--- src/rtl/serial_input.sv ---
`default_nettype none
`timescale 1ns/1ps
// ============================================================================
// Module      : serial_input
// Description : 8N1 UART receiver plus ASCII-hex message assembler. Builds a
//               value (most significant digit first) and a digit count, and
//               presents them with a finish level that is held until the
//               downstream transmit stage returns its handshake.
// Revision    : 1.0 - initial release
// ============================================================================
module serial_input #(
  parameter int OVERSAMPLE = 16,
  parameter int MAX_DIGITS = 16
) (
  input  logic                             IN_clk,
  input  logic                             IN_rst_n,
  input  logic                             IN_rx,
  input  logic                             IN_shake_hand,
  output logic [4*MAX_DIGITS-1:0]          OUT_value,
  output logic [$clog2(MAX_DIGITS+1)-1:0]  OUT_number,
  output logic                             OUT_finish,
  output logic                             OUT_err
);

  localparam int C_VAL_W = 4 * MAX_DIGITS;
  localparam int C_NUM_W = $clog2(MAX_DIGITS + 1);
  localparam int C_TCK_W = $clog2(OVERSAMPLE);

  localparam logic [C_TCK_W-1:0] C_TICK_MID  = C_TCK_W'(OVERSAMPLE / 2 - 1);
  localparam logic [C_TCK_W-1:0] C_TICK_LAST = C_TCK_W'(OVERSAMPLE - 1);
  localparam logic [C_NUM_W-1:0] C_CNT_FULL  = C_NUM_W'(MAX_DIGITS);

  typedef enum logic [1:0] {
    S_IDLE  = 2'd0,
    S_START = 2'd1,
    S_DATA  = 2'd2,
    S_STOP  = 2'd3
  } rx_state_t;

  // Receiver state
  logic               sync1_q;
  logic               sync2_q;      // synchronised RX line; all decisions use this
  rx_state_t          state_q;
  logic [C_TCK_W-1:0] tick_q;
  logic [2:0]         bit_q;
  logic [7:0]         shift_q;      // holds the received byte while strobe_q is high
  logic               stop_wait_q;  // bad stop bit seen, waiting for line to go idle
  logic               strobe_q;
  logic               ferr_q;

  // Assembler state
  logic [C_VAL_W-1:0] acc_q;
  logic [C_NUM_W-1:0] cnt_q;
  logic               discard_q;
  logic [C_VAL_W-1:0] value_q;
  logic [C_NUM_W-1:0] number_q;
  logic               finish_q;
  logic               err_q;

  // Character classification
  logic               w_is_digit;
  logic               w_is_term;
  logic [3:0]         w_nibble;

  // Two-flop synchroniser; idles high so reset never looks like a start bit
  always_ff @(posedge IN_clk or negedge IN_rst_n) begin
    if (!IN_rst_n) begin
      sync1_q <= 1'b1;
      sync2_q <= 1'b1;
    end else begin
      sync1_q <= IN_rx;
      sync2_q <= sync1_q;
    end
  end

  // Frame receiver: mid-bit sampling, one-cycle byte strobe or framing-error pulse
  always_ff @(posedge IN_clk or negedge IN_rst_n) begin
    if (!IN_rst_n) begin
      state_q     <= S_IDLE;
      tick_q      <= '0;
      bit_q       <= '0;
      shift_q     <= '0;
      stop_wait_q <= 1'b0;
      strobe_q    <= 1'b0;
      ferr_q      <= 1'b0;
    end else begin
      strobe_q <= 1'b0;
      ferr_q   <= 1'b0;
      case (state_q)
        S_IDLE: begin
          if (!sync2_q) begin
            state_q <= S_START;
            tick_q  <= '0;
          end
        end
        S_START: begin
          if (tick_q == C_TICK_MID) begin
            if (sync2_q) begin
              // Line went back high before mid start bit: treat as a glitch
              state_q <= S_IDLE;
            end else begin
              state_q <= S_DATA;
              tick_q  <= '0;
              bit_q   <= '0;
            end
          end else begin
            tick_q <= tick_q + C_TCK_W'(1);
          end
        end
        S_DATA: begin
          if (tick_q == C_TICK_LAST) begin
            tick_q  <= '0;
            shift_q <= {sync2_q, shift_q[7:1]};
            bit_q   <= bit_q + 3'd1;
            if (bit_q == 3'd7) begin
              state_q <= S_STOP;
            end
          end else begin
            tick_q <= tick_q + C_TCK_W'(1);
          end
        end
        S_STOP: begin
          if (stop_wait_q) begin
            if (sync2_q) begin
              stop_wait_q <= 1'b0;
              state_q     <= S_IDLE;
            end
          end else if (tick_q == C_TICK_LAST) begin
            tick_q <= '0;
            if (sync2_q) begin
              strobe_q <= 1'b1;
              state_q  <= S_IDLE;
            end else begin
              ferr_q      <= 1'b1;
              stop_wait_q <= 1'b1;
            end
          end else begin
            tick_q <= tick_q + C_TCK_W'(1);
          end
        end
        default: state_q <= S_IDLE;
      endcase
    end
  end

  // Classify the received byte as hex digit, terminator or other
  always_comb begin
    w_is_digit = 1'b0;
    w_nibble   = 4'd0;
    w_is_term  = (shift_q == 8'h0D) || (shift_q == 8'h0A);
    if (shift_q >= 8'h30 && shift_q <= 8'h39) begin
      w_is_digit = 1'b1;
      w_nibble   = shift_q[3:0];
    end else if ((shift_q >= 8'h41 && shift_q <= 8'h46) ||
                 (shift_q >= 8'h61 && shift_q <= 8'h66)) begin
      // 'A'..'F' and 'a'..'f' have low nibble 1..6
      w_is_digit = 1'b1;
      w_nibble   = shift_q[3:0] + 4'd9;
    end
  end

  // Message assembler, output register and handshake
  always_ff @(posedge IN_clk or negedge IN_rst_n) begin
    if (!IN_rst_n) begin
      acc_q     <= '0;
      cnt_q     <= '0;
      discard_q <= 1'b0;
      value_q   <= '0;
      number_q  <= '0;
      finish_q  <= 1'b0;
      err_q     <= 1'b0;
    end else begin
      err_q <= 1'b0;
      if (finish_q && IN_shake_hand) begin
        finish_q <= 1'b0;
      end
      if (ferr_q) begin
        err_q     <= 1'b1;
        discard_q <= 1'b1;
      end else if (strobe_q) begin
        if (w_is_digit) begin
          if (discard_q) begin
            // Message already spoiled; wait for its terminator silently
          end else if (cnt_q == C_CNT_FULL) begin
            err_q     <= 1'b1;
            discard_q <= 1'b1;
          end else begin
            acc_q <= {acc_q[C_VAL_W-5:0], w_nibble};
            cnt_q <= cnt_q + C_NUM_W'(1);
          end
        end else if (w_is_term) begin
          if (discard_q) begin
            acc_q     <= '0;
            cnt_q     <= '0;
            discard_q <= 1'b0;
          end else if (cnt_q == '0) begin
            // Empty message (e.g. LF of a CR LF pair): nothing to do
          end else if (finish_q) begin
            // Previous message still owned downstream, even if released this cycle
            err_q <= 1'b1;
            acc_q <= '0;
            cnt_q <= '0;
          end else begin
            value_q  <= acc_q;
            number_q <= cnt_q;
            finish_q <= 1'b1;
            acc_q    <= '0;
            cnt_q    <= '0;
          end
        end else begin
          err_q     <= 1'b1;
          discard_q <= 1'b1;
        end
      end
    end
  end

  assign OUT_value  = value_q;
  assign OUT_number = number_q;
  assign OUT_finish = finish_q;
  assign OUT_err    = err_q;

endmodule
`default_nettype wire

--- config.mk ---
export PLATFORM = sky130hd
export DESIGN_NAME = serial_input
export DESIGN_NICKNAME = d
export VERILOG_FILES = /design/src/rtl/serial_input.sv
export SDC_FILE = /design/constraint.sdc
export NUM_CORES = 1
export LEC_CHECK = 0
export ABC_CLOCK_PERIOD_IN_PS = 2490
export BUFFER_PORTS_ARGS = -buffer_cell sky130_fd_sc_hd__buf_4
export CELL_PAD_IN_SITES_DETAIL_PLACEMENT = 1
export CELL_PAD_IN_SITES_GLOBAL_PLACEMENT = 2
export CORE_MARGIN = 10
export CORE_UTILIZATION = 35
export DETAILED_ROUTE_END_ITERATION = 8
export PLACE_DENSITY = 0.83
export SLEW_MARGIN = 30
export SYNTH_ARGS = -nofsm -noshare
export SYNTH_HDL_FRONTEND = slang
export SYNTH_SLANG_ARGS = --single-unit
export TNS_END_PERCENT = 10
--- constraint.sdc ---
create_clock -name IN_clk -period 2.49 [get_ports IN_clk]
set_input_delay 0.498 -clock IN_clk [delete_from_list [all_inputs] [get_ports IN_clk]]
set_output_delay 0.498 -clock IN_clk [all_outputs]
set_load 0.005 [all_outputs]
==> flow_summary_export.csv <==
group,metric,value,unit
run_status,outcome,"complete, but fails checks",
run_status,violations,"setup timing",
clock_tree,cts_bufs_inserted,17,
floorplan,design.core.area,18700,um^2
sta,timing.final.crit_share,1.00,
routing,detailedRoute.firstPassIterationCount,5,
yosys,synth-seq-area-share,0.614,
finish,area.sequential,4080,um^2
sta,min_period,2.49,ns
finish,n_antenna_cell,0,
clock_tree,cell_chosen_for_the_clock_root,"clkbuf_16",
routing,drt.antenna.violating_nets,0,
critical_path,cp_slowest_cell,"or4b_1",
floorplan,chipHeight,158,um
placed_design,placedCellCount,768,
sta,final_setup_violation_count,2,
sta,finalWorstSetupSlack,-0.00483,ns
routing,post_drt_via_cell_ratio,5.28,
clock_tree,tritoncts,"done",
grt,overflow_left_after_global_routing,0,
yosys,yosys_warnings,0,
finish,n_fill_cell,1892,
sta,worstMarginPinSlew,0.562,ns
critical_path,rr_startpoint,"shift_q[7]",
pwr,power.static_leakage,4.03,nW
placed_design,preCtsSetupSlack,-0.138,ns
floorplan,start_util,0.356,
critical_path,timing_worst_setup_path_type,"reg -> reg",
critical_path,path_cells,"or4b_1 > or3_4 > nor4_4 > buf_12 > mux2_2",
yosys,yosysTopAreaCell,"dfrtp_1",
pwr,cellPowerDensity,732,nW/um^2
floorplan,dieWidth,158,um
yosys,register_bit_count_reported_by_yosys,163,
routing,remaining_drc_errors,0,
clock_tree,post_cts_hold_buffer_count,0,
placed_design,port_buffers,74,
yosys,syn-num-nets,483,
critical_path,length_in_cells_of_the_worst_reg_to_reg_path,5,
sta,slew_violations,0,
routing,vias,4226,
sta,setup_tns_final,-0.00743,ns
critical_path,cp_slowest_stage_delay,0.52,ns
yosys,syn_area,6650,um^2
sta,hold_viol_final,0,
critical_path,timing.critical_path.max_delay_family,"simple AND/OR/NAND/NOR gates",
sta,fmaxAchievable,0.401,GHz
grt,number_of_global_route_vias_before_repair,4558,
run,maximum_capacitance_violations,0,
finish,stdcell_area,8140,um^2
routing,route.detailed.wl_per_inst,19.1,um
grt,grt_start_max_net_pins,69,
yosys,yosysMostFrequentCell,"dfrtp_1",
yosys,instance_count_of_the_mapped_netlist,470,
finish,multiInputGateArea,2390,um^2
sta,slew-limit-headroom,0.620,
yosys,avgSynthCellArea,14.2,um^2
placed_design,hpwlAfterDp,10.4,mm
sta,clock-skew-final,0.00772,ns
placed_design,post_dp_cell_area,7540,um^2
pwr,power,5.96,mW
hold_path,min-delay-path-class,"in -> async",
yosys,area_fraction_of_the_dominant_cell_type_after_synthesis,0.606,
floorplan,number_of_rows_in_the_core_area,50,
pwr,peakVddDrop,455,uV
finish,final_cell_count_no_fill,800,
yosys,synth_edf_count,0,
critical_path,crit_buf_inv,1,
clock_tree,clkSlewWorstSetupHoldPaths,0.07,ns
floorplan,ios,75,
critical_path,crit_path_max_fanout,36,
critical_path,timing.critical_path.from_type,"register",
routing,finalWirelength,15.3,mm
finish,drive_gt1_frac,0.382,
finish,finalNetCount,566,
yosys,synthTopCellsByCount,"dfrtp_1 (161), a22o_1 (69), mux2_2 (60)",
clock_tree,cts_sinks,163,
placed_design,place_congestion,0.770,
floorplan,floorplan.die_area,24900,um^2
grt,first_pass_grt_wire_length,25.2,mm
critical_path,cp_data_arrival_time,2.80,ns
clock_tree,clock_latency_reported_for_the_late_side_of_the_worst_skew_pair,0.42,ns
critical_path,worst-path-stages,5,
yosys,async_reset_ff_frac,1.00,
sta,grt_setup_unrepaired,"yes",
yosys,synth_top_flop_cell,"dfrtp_1",
grt,global_route.usage.total,0.126,
critical_path,rrSetupSlack,-0.005,ns
critical_path,critPathCaptureType,"register",
grt,grt_antenna_before_repair,0,
clock_tree,cts_max_path_buffers,2,
finish,syn_to_final_growth,22.4,%
yosys,ys_top_cells_by_area,"dfrtp_1 (61%), mux2_2 (10%), a22o_1 (9.1%), mux2_4 (4.3%), ha_1 (1.7%)",
clock_tree,cts_max_level,4,
yosys,synth.lib_cells_used.distinct,48,
critical_path,cp_data_required_time,2.80,ns
critical_path,r2r_end,"OUT_value[34]",
sta,finalHoldWorstSlack,0.0109,ns
finish,layout.core_utilization,0.435,
routing,drt_iter0_markers,220,
[registers in the layout, summed over array words and instances, names as in the netlist, 3 cells and up, named ones only]
name        count
OUT_value      64
acc_q          64
shift_q         8
OUT_number      5
cnt_q           5
tick_q          4
bit_q           3
[what timing repair did]
item,CTS,global route
buffers inserted,0,0
resized for setup,2,1
pin swaps,1,0
setup endpoints to repair,112,125
[area by class of cell]
| type | instances | share of cell area |
|---|---|---|
| Clock inverter | 12 | 0.0160 |
| Inverter | 8 | 0.00369 |
| Sequential cell | 163 | 0.501 |
| Timing Repair Buffer | 94 | 0.0933 |
| Multi-Input combinational cell | 269 | 0.294 |
| Clock buffer | 20 | 0.0561 |
| Tap cell | 234 | 0.0360 |
[worst max-delay path by stage]
stage | startpoint | end | slack, ns
finish | shift_q[7] | OUT_value[34] | -0.005
global route | shift_q[1] | OUT_value[42] | -0.08
CTS | shift_q[7] | OUT_value[34] | -0.01
detailed placement | shift_q[0] | cnt_q[2] | -0.14
global placement | shift_q[7] | OUT_value[36] | 0.02
floorplan | shift_q[7] | OUT_number[0] | 0.02
[kinds of logic (layout without fill, tap and decap cells)]
logic type	after synthesis	in the layout	synth area share
xor gates and xnor gates	1	1	0.00132
AOI/OAI and AO/OA	114	114	0.132
DFF	163	163	0.614
muxes	83	83	0.151
adders and majority gates	9	9	0.0169
and+or+nand+nor	62	62	0.0538
buffers and inverters	38	134	0.0312
[per-layer routing]
metal,global-route usage,up-vias,share of wire
met2,0.199,84,0.49
met4,0.0423,0,0.010
met1,0.163,2224,0.45
met5,0,-,0
li1,-,1901,-
met3,0.0345,17,0.050
[power by group]
part / internal (mW) / total, mW / switching, mW
registers: 2.75 / 2.88 / 0.129
logic: 0.219 / 0.497 / 0.278
clock network: 1.53 / 2.59 / 1.06
[cell usage in the layout, fill, tap and decap left out, drive strengths merged, types with 9 or more instances in the layout]
| cell type | instances |
|---|---|
| a21oi | 11 |
| nand2 | 17 |
| clkbuf | 20 |
| inv | 9 |
| dfrtp | 161 |
| ha | 9 |
| nor2 | 12 |
| a22o | 69 |
| o21ai | 17 |
| buf | 94 |
| mux2 | 80 |
No activity file was read; power rests on OpenSTA's default activity.
